File: src/rtl/irq_pkg.sv
// rtl/irq_pkg.sv - shared state encoding, source ids and widths for the interrupt controller
package irq_pkg;

    typedef enum logic [1:0] {
        IDLE    = 2'd0,
        TAKE    = 2'd1,
        SERVICE = 2'd2
    } state_t;

    localparam int NSRC   = 4;
    localparam int ADDR_W = 10;

    localparam logic [1:0] ID_EXCEPT  = 2'd0;
    localparam logic [1:0] ID_SYSCALL = 2'd1;
    localparam logic [1:0] ID_PORT    = 2'd2;
    localparam logic [1:0] ID_TIMER   = 2'd3;

endpackage

File: src/rtl/irq_timer.sv
// rtl/irq_timer.sv - free-running period counter; tick is high in the cycle the count wraps
module irq_timer #(
    parameter int TIMER_PERIOD = 1000,
    parameter int TW           = 16
) (
    input  logic clk,
    input  logic reset,
    input  logic en,
    output logic tick
);

    logic [TW-1:0] count_q;
    logic [TW-1:0] count_d;

    assign tick = en && (count_q == TW'(TIMER_PERIOD - 1));

    // Disabling the timer restarts the period rather than freezing it.
    always_comb begin
        count_d = count_q + 1'b1;
        if (!en || tick) begin
            count_d = '0;
        end
    end

    always_ff @(posedge clk) begin
        if (reset) begin
            count_q <= '0;
        end else begin
            count_q <= count_d;
        end
    end

endmodule

File: src/rtl/irq_controller.sv
// rtl/irq_controller.sv - edge capture, fixed-priority take and vector generation for four sources
// Optional build macro IRQ_TIMER_EN adds the internal periodic timer as source 3.
module irq_controller
    import irq_pkg::*;
#(
    parameter logic [ADDR_W-1:0] VEC_BASE     = 10'h3C0,
    parameter int                VEC_STRIDE   = 16,
    parameter int                TIMER_PERIOD = 1000,
    parameter int                TW           = 16
) (
    input  logic              clk,
    input  logic              reset,
    input  logic              i_except,
    input  logic              i_syscall,
    input  logic              i_port,
    input  logic              timer_en,
    input  logic              ie,
    input  logic              s_finished,
    output logic [ADDR_W-1:0] dir_vector,
    output logic              s_interruption,
    output logic              in_service,
    output logic [1:0]        active_id,
    output logic [NSRC-1:0]   irq_pending
);

    state_t            state_q;
    logic [2:0]        hist_q;
    logic [NSRC-1:0]   pend_q, pend_d, pend_set, pend_clr;
    logic [ADDR_W-1:0] dir_q, dir_d;
    logic [1:0]        id_q, prio_id;
    logic              strobe_q;
    logic              busy_q;
    logic              tick;
    logic              take;
    logic [2:0]        req;

`ifdef IRQ_TIMER_EN
    irq_timer #(
        .TIMER_PERIOD (TIMER_PERIOD),
        .TW           (TW)
    ) u_timer (
        .clk   (clk),
        .reset (reset),
        .en    (timer_en),
        .tick  (tick)
    );
`else
    localparam int unused_timer_cfg = TIMER_PERIOD + TW;
    logic unused_timer_en;
    assign unused_timer_en = timer_en;
    assign tick            = 1'b0;
`endif

    assign req      = {i_port, i_syscall, i_except};
    assign pend_set = {tick, req & ~hist_q};

    always_comb begin
        prio_id = ID_TIMER;
        if (pend_q[ID_EXCEPT]) begin
            prio_id = ID_EXCEPT;
        end else if (pend_q[ID_SYSCALL]) begin
            prio_id = ID_SYSCALL;
        end else if (pend_q[ID_PORT]) begin
            prio_id = ID_PORT;
        end
    end

    assign take     = (state_q == IDLE) && ie && (pend_q != '0);
    assign pend_clr = take ? (NSRC'(1) << prio_id) : '0;
    // A new edge on the bit being taken survives: set is applied after clear.
    assign pend_d   = (pend_q & ~pend_clr) | pend_set;
    assign dir_d    = VEC_BASE + ADDR_W'(prio_id) * ADDR_W'(VEC_STRIDE);

    always_ff @(posedge clk) begin
        if (reset) begin
            state_q  <= IDLE;
            hist_q   <= '0;
            pend_q   <= '0;
            dir_q    <= '0;
            id_q     <= '0;
            strobe_q <= 1'b0;
            busy_q   <= 1'b0;
        end else begin
            hist_q   <= req;
            pend_q   <= pend_d;
            strobe_q <= 1'b0;
            case (state_q)
                IDLE: begin
                    if (take) begin
                        state_q  <= TAKE;
                        id_q     <= prio_id;
                        dir_q    <= dir_d;
                        strobe_q <= 1'b1;
                        busy_q   <= 1'b1;
                    end
                end
                TAKE: begin
                    state_q <= SERVICE;
                end
                SERVICE: begin
                    if (s_finished) begin
                        state_q <= IDLE;
                        busy_q  <= 1'b0;
                    end
                end
                default: begin
                    state_q <= IDLE;
                    busy_q  <= 1'b0;
                end
            endcase
        end
    end

    assign dir_vector     = dir_q;
    assign s_interruption = strobe_q;
    assign in_service     = busy_q;
    assign active_id      = id_q;
    assign irq_pending    = pend_q;

endmodule

File: config.mk
export PLATFORM = sky130hd
export DESIGN_NAME = irq_controller
export DESIGN_NICKNAME = d
export VERILOG_FILES = /design/src/rtl/irq_pkg.sv /design/src/rtl/irq_timer.sv /design/src/rtl/irq_controller.sv
export SDC_FILE = /design/constraint.sdc
export NUM_CORES = 1
export LEC_CHECK = 0
export CAP_MARGIN = 20
export CORE_MARGIN = 3
export CORE_UTILIZATION = 41
export CTS_BUF_LIST = sky130_fd_sc_hd__clkbuf_16
export DETAILED_ROUTE_END_ITERATION = 10
export PLACE_DENSITY = 0.77
export SLEW_MARGIN = 15
export SYNTH_ARGS = -nofsm -noshare
export SYNTH_HDL_FRONTEND = slang
export SYNTH_SLANG_ARGS = --single-unit
File: constraint.sdc
create_clock -name clk -period 3.3 [get_ports clk]
set_input_delay 0.66 -clock clk [delete_from_list [all_inputs] [get_ports clk]]
set_output_delay 0.66 -clock clk [all_outputs]
set_load 0.03 [all_outputs]
==> results.py, run 1 <==
metrics = {
    "outcome": {
        "outcome": "finished clean",
    },
    "sta": {
        "period_share_pct": 62.6,
        "setup_violations": 0,
        "rsz0062_at_grt": "no",
        "fmaxAchievable_ghz": 0.484,
        "hold_viol_final": 0,
        "tns_ns": 0,
        "worst_clock_skew_ns": 0.00198,
        "drv_slew": 0,
        "timing.final.ws_setup_ns": 1.23,
        "period_needed_ns": 2.07,
    },
    "logic_synthesis": {
        "syn_avg_cell_area_um2": 9.51,
        "synth_top_area_share_pct": 50.8,
        "synthTopCellsByCount": "dfxtp_1, buf_4, nor2_1",
        "synth-seq-area-share_pct": 50.8,
        "synth.most_common_cell": "dfxtp_1",
        "synth_edf_count": 0,
        "synth_async_sr_flop_share_pct": 0,
        "yosysWarnings": 0,
        "synth_cells": 58,
        "ys_ff_latch": 14,
        "synth_ff_type": "dfxtp_1",
        "synth_cell_types": 23,
        "netlist_area_um2": 552,
        "yosys.area.top_type": "dfxtp_1",
        "yosys-top-cells-area": "dfxtp_1, buf_4, o21a_1, nor2_1, nor2b_1",
    },
    "drt": {
        "vias_per_cell": 4.99,
        "dr.pass1.iters": 2,
        "drt_iter0_markers": 2,
        "route.detailed.wl_per_inst_um": 12.8,
        "drt-total-wl_mm": 1.12,
        "via_count": 434,
        "ant_nets": 0,
        "drc": 0,
    },
    "setup_path": {
        "crit_family": "buffers and inverters",
        "end_kind": "output pin",
        "path_max_fanout": 8,
        "crit_path_top_delay_cell": "clkdlybuf4s50_1",
        "critPathKind": "reg -> out",
        "r2r_end": "irq_pending[3]",
        "r2r-start": "state_q[0]",
        "path_buf_inv": 1,
        "path_cells": "clkdlybuf4s50_1",
        "startpoint_type": "register",
        "worstSetupPathDepth": 1,
        "required_ns": 2.64,
        "arrival_ns": 1.41,
        "max_stage_delay_ns": 0.72,
        "rr_worst_depth": 3,
        "rrSetupSlack_ns": 1.79,
    },
    "placement": {
        "io_buffers": 20,
        "hpwl_um": 755,
        "routabilityCongestion": 0.695,
        "dp_cells": 84,
        "dp_slack_ns": 1.01,
    },
    "layout": {
        "area_growth_pct": 41.3,
        "diodes": 0,
        "final_cells": 87,
        "layout-drive-gt1-share_pct": 4.11,
        "nNetsFinal": 83,
    },
    "die": {
        "die-width_um": 42.7,
        "die_h_um": 42.7,
        "design.die.area_um2": 1820,
        "boundaryPins": 26,
        "start_util_pct": 46.5,
        "core-area_um2": 1190,
        "num_rows": 12,
    },
    "min_path": {
        "holdPathEnd": "irq_pending[2]",
        "min_path_cells": 1,
        "hold_path_class": "reg -> reg",
        "hp-start": "hist_q[2]",
    },
    "clocking": {
        "cts_hold_buf": 0,
        "h-tree-depth": 1,
        "clkLatencyLatePin_ns": 0.24,
        "cts_buffers": 3,
        "clkTransAtPathRegs_ns": 0.04,
        "postCtsSetupBuffers": 0,
        "cts_sinks": 14,
        "cts_resized": 0,
        "tritoncts": "built",
        "clk_path_buf_depth": 2,
        "clock-root-buffer": "clkbuf_16",
    },
    "grt": {
        "antenna_found_initial": 0,
        "grtUsageTotal_pct": 15.1,
        "grt_pass1_vias": 443,
        "grt_max_degree": 11,
        "overflow": 0,
        "grt_pass1_wl_mm": 1.99,
    },
    "pwr": {
        "p_leak_uw": 0.000319,
        "max-vdd-ir-drop_mv": 0.338,
        "power.density_nw_per_um2": 656,
    },
    "run": {
        "cap_violations": 0,
    },
}
[power by group]
part | leakage (µW) | total, µW | internal (µW) | switching [µW]
Combinational | 0.000167 | 100 | 42.4 | 57.9
Sequential | 0.000116 | 194 | 183 | 10.9
Clock | 0.0000370 | 217 | 158 | 59.8
Total | 0.000319 | 512 | 383 | 129
[metal layers]
layer  vias to the layer above  GRT usage (%)  share of wire, %
met5                         -              0                 0
met2                        18           25.4                51
li1                        212              -                 -
met1                       200           16.0                39
met4                         0           7.45               2.0
met3                         4           5.93               8.2
[registers in the layout (all words and copies together) (netlist names)]
| register | cells |
|---|---|
| irq_pending | 4 |
| hist_q | 3 |
| dir_vector | 2 |
| state_q | 2 |
| active_id | 1 |
| in_service | 1 |
| s_interruption | 1 |
[how the worst max path moves through the flow]
stage | startpoint | end
detailed placement | ie | irq_pending[3]
CTS | ie | dir_vector[5]
finish | irq_pending[0] | irq_pending[0]
global route | ie | dir_vector[5]
floorplan | ie | irq_pending[3]
global placement | ie | irq_pending[3]
[cells by family (layout without fill, tap and decap cells)]
family / Yosys count / in the layout / synth area share, %
AND/OR/NAND/NOR: 16 / 16 / 15.7
multiplexers: 1 / 1 / 1.81
AO/OA/AOI/OAI: 12 / 12 / 15.2
buffers and inverters: 14 / 26 / 15.9
flip-flops: 14 / 14 / 50.8
other: 1 / 4 / 0.680
[cell usage in the layout, fill, tap and decap left out, drive strengths merged]
cell type	instances
clkdlybuf4s50	20
a21oi	2
o211ai	1
nor4	1
nand2b	1
nor2	5
nor2b	3
and3	1
a211o	1
clkbuf	3
mux2i	1
or3b	1
or4	1
conb	4
inv	3
o41ai	1
dfxtp	14
o311ai	1
o21a	4
or2	1
nand2	2
o21ai	2
[worst register-to-register path, cell delays in order, from the launching register on]
cell and delay (ns):
dfxtp_1 0.32, or3b_1 0.47, or4_1 0.42, and3_1 0.19
[layout make-up]
type | instances | area [µm²]
fillers | 105 | 407
multi-input cells | 33 | 195
well taps | 14 | 17.5
flip-flops and latches | 14 | 280
inverters | 3 | 11.3
clock buffers | 3 | 75.1
repair buffers | 20 | 200
[metrics by stage]
| stage | utilization, % | hold WS [ns] | total power [µW] | cell area [µm²] |
|---|---|---|---|---|
| final | 65.7 | 0.415 | 512 | 779 |
| after floorplan | - | 0.399 | 267 | 563 |
| after CTS | 65.7 | 0.420 | 517 | 779 |
| after detailed placement | 59.4 | 0.414 | 296 | 704 |
| after global placement | 59.4 | 0.403 | 294 | 704 |
| after global routing | 65.7 | 0.458 | 538 | 779 |
Note: power is estimated with default switching activity, not from simulation.
==> run 2, diff against run 1 <==
--- a/config.mk
+++ b/config.mk
@@ -6,11 +6,12 @@
 export NUM_CORES = 1
 export LEC_CHECK = 0
 export CAP_MARGIN = 20
+export CORE_ASPECT_RATIO = 0.9
 export CORE_MARGIN = 3
-export CORE_UTILIZATION = 41
+export CORE_UTILIZATION = 38
 export CTS_BUF_LIST = sky130_fd_sc_hd__clkbuf_16
 export DETAILED_ROUTE_END_ITERATION = 10
-export PLACE_DENSITY = 0.77
+export PLACE_DENSITY = 0.72
 export SLEW_MARGIN = 15
 export SYNTH_ARGS = -nofsm -noshare
 export SYNTH_HDL_FRONTEND = slang
==> constraint.sdc (replaced) <==
create_clock -name clk -period 2.1 [get_ports clk]
set_input_delay 0.42 -clock clk [delete_from_list [all_inputs] [get_ports clk]]
set_output_delay 0.42 -clock clk [all_outputs]
set_load 0.03 [all_outputs]
==> run 2 against run 1 <==
Critical path depth rose by 3. Via count down 1.8%. Combinational power increased by 61%. Clock-buffer cell count unchanged. Worst setup slack worse by 0.99 ns. Power up 59%. Clock power grew 59%. Final cell count rose by 2.3%. Flip-flop and latch count unchanged. Sequential share of layout area is 0.51 points lower. Register-to-register slack worse by 1.3 ns. Critical path type is now in -> reg. Critical endpoint is now irq_pending[2]. Largest cell class unchanged. Highest routed layer unchanged.
==> results.py, run 2 (same netlist as run 1, synthesis figures left out) <==
metrics = {
    "die": {
        "design.die.area_um2": 1950,
        "num_rows": 12,
        "die_h_um": 42.2,
        "start_util_pct": 42.7,
        "boundaryPins": 26,
        "core-area_um2": 1290,
        "die-width_um": 46.2,
    },
    "sta": {
        "period_needed_ns": 1.85,
        "worst_clock_skew_ns": 0.00343,
        "fmaxAchievable_ghz": 0.540,
        "tns_ns": 0,
        "period_share_pct": 88.2,
        "holdWs_ns": 0.462,
        "hold_viol_final": 0,
        "rsz0062_at_grt": "no",
        "setup_violations": 0,
        "drv_slew": 0,
    },
    "setup_path": {
        "arrival_ns": 1.93,
        "startpoint_type": "primary input",
        "rr_worst_depth": 3,
        "required_ns": 2.18,
        "path_max_fanout": 7,
        "critPathKind": "in -> reg",
        "end_kind": "register",
    },
    "layout": {
        "final_cell_mix": "clkdlybuf4s50_1, dfxtp_1, nor2_1",
        "fillers": 116,
        "area_growth_pct": 43.3,
        "nNetsFinal": 84,
        "diodes": 0,
        "largest_register_ffs": 4,
        "layout_commonest_cell": "clkdlybuf4s50_1",
        "layout-drive-gt1-share_pct": 5.33,
    },
    "drt": {
        "ant_nets": 0,
        "drt-total-wl_mm": 1.15,
        "drt_iter0_markers": 6,
        "drc": 0,
        "via_count": 426,
        "vias_per_cell": 4.79,
        "dr.pass1.iters": 2,
        "route.detailed.wl_per_inst_um": 12.9,
    },
    "clocking": {
        "clk_path_buf_depth": 2,
        "tritoncts": "built",
        "cts_hold_buf": 0,
        "clkTransAtPathRegs_ns": 0.04,
        "cts_resized": 0,
        "clock-root-buffer": "clkbuf_16",
        "clkLatencyLatePin_ns": 0.24,
        "cts_buffers": 3,
        "cts_sinks": 14,
        "h-tree-depth": 1,
        "postCtsSetupBuffers": 0,
    },
    "grt": {
        "antenna_found_initial": 0,
        "grtUsageTotal_pct": 13.1,
        "grt_pass1_wl_mm": 1.85,
        "grt_max_degree": 9,
        "grt_pass1_vias": 393,
        "overflow": 0,
    },
    "pwr": {
        "power.density_nw_per_um2": 1030,
        "finalPower_uw": 811,
        "p_leak_uw": 0.000325,
        "max-vdd-ir-drop_mv": 0.484,
    },
    "min_path": {
        "hold_path_class": "reg -> reg",
        "min_path_cells": 1,
    },
    "outcome": {
        "outcome": "finished clean",
    },
    "placement": {
        "hpwl_um": 785,
        "io_buffers": 20,
        "routabilityCongestion": 0.733,
    },
    "run": {
        "cap_violations": 0,
    },
}
## run 2: final timing paths
path                    from        endpoint  slack (ns)
hold / removal    in_service      in_service        0.46
setup / recovery          ie  irq_pending[2]        0.25
setup reg to reg  state_q[0]  irq_pending[2]        0.54
hold reg to reg   in_service      in_service        0.46
## run 2: critical path, cell delays in order
cell	delay, ns
clkdlybuf4s50_1	0.45
or3b_1	0.45
o311ai_0	0.40
o21ai_0	0.20
## run 2: routing by layer
layer	share of wire, %	vias up	wire, µm	GRT usage (%)
met5	0	-	0	0
met1	46	194	532	16.5
met3	5.6	2	64	4.29
li1	-	215	-	-
met2	48	15	547	20.1
met4	0.44	0	5	5.11
## run 2: report_power, final
group          internal [µW]  total, µW  switching, µW  leakage, µW
Sequential               287        305           17.3     0.000116
Clock                    250        346           95.7    0.0000385
Combinational           67.8        161           92.7     0.000171
Total                    606        811            206     0.000325
## run 2: through the flow
step                      utilization (%)  area (µm²)  setup slack [ns]  std cells
after floorplan                         -         563             0.555         61
after global placement               55.1         712            0.0776         85
after detailed placement             55.1         712            0.0606         85
after CTS                            61.2         791             0.247         89
after global routing                 61.2         791             0.180         89
final                                61.2         791             0.247         89
## run 2: final cells by class
type | count | area, µm² | area share (%)
Clock buffer | 3 | 75.1 | 9.49
Clock inverter | 1 | 3.75 | 0.475
Inverter | 3 | 11.3 | 1.42
Multi-Input combinational cell | 33 | 195 | 24.7
Sequential cell | 14 | 280 | 35.4
Tap cell | 14 | 17.5 | 2.22
Timing Repair Buffer | 21 | 208 | 26.3
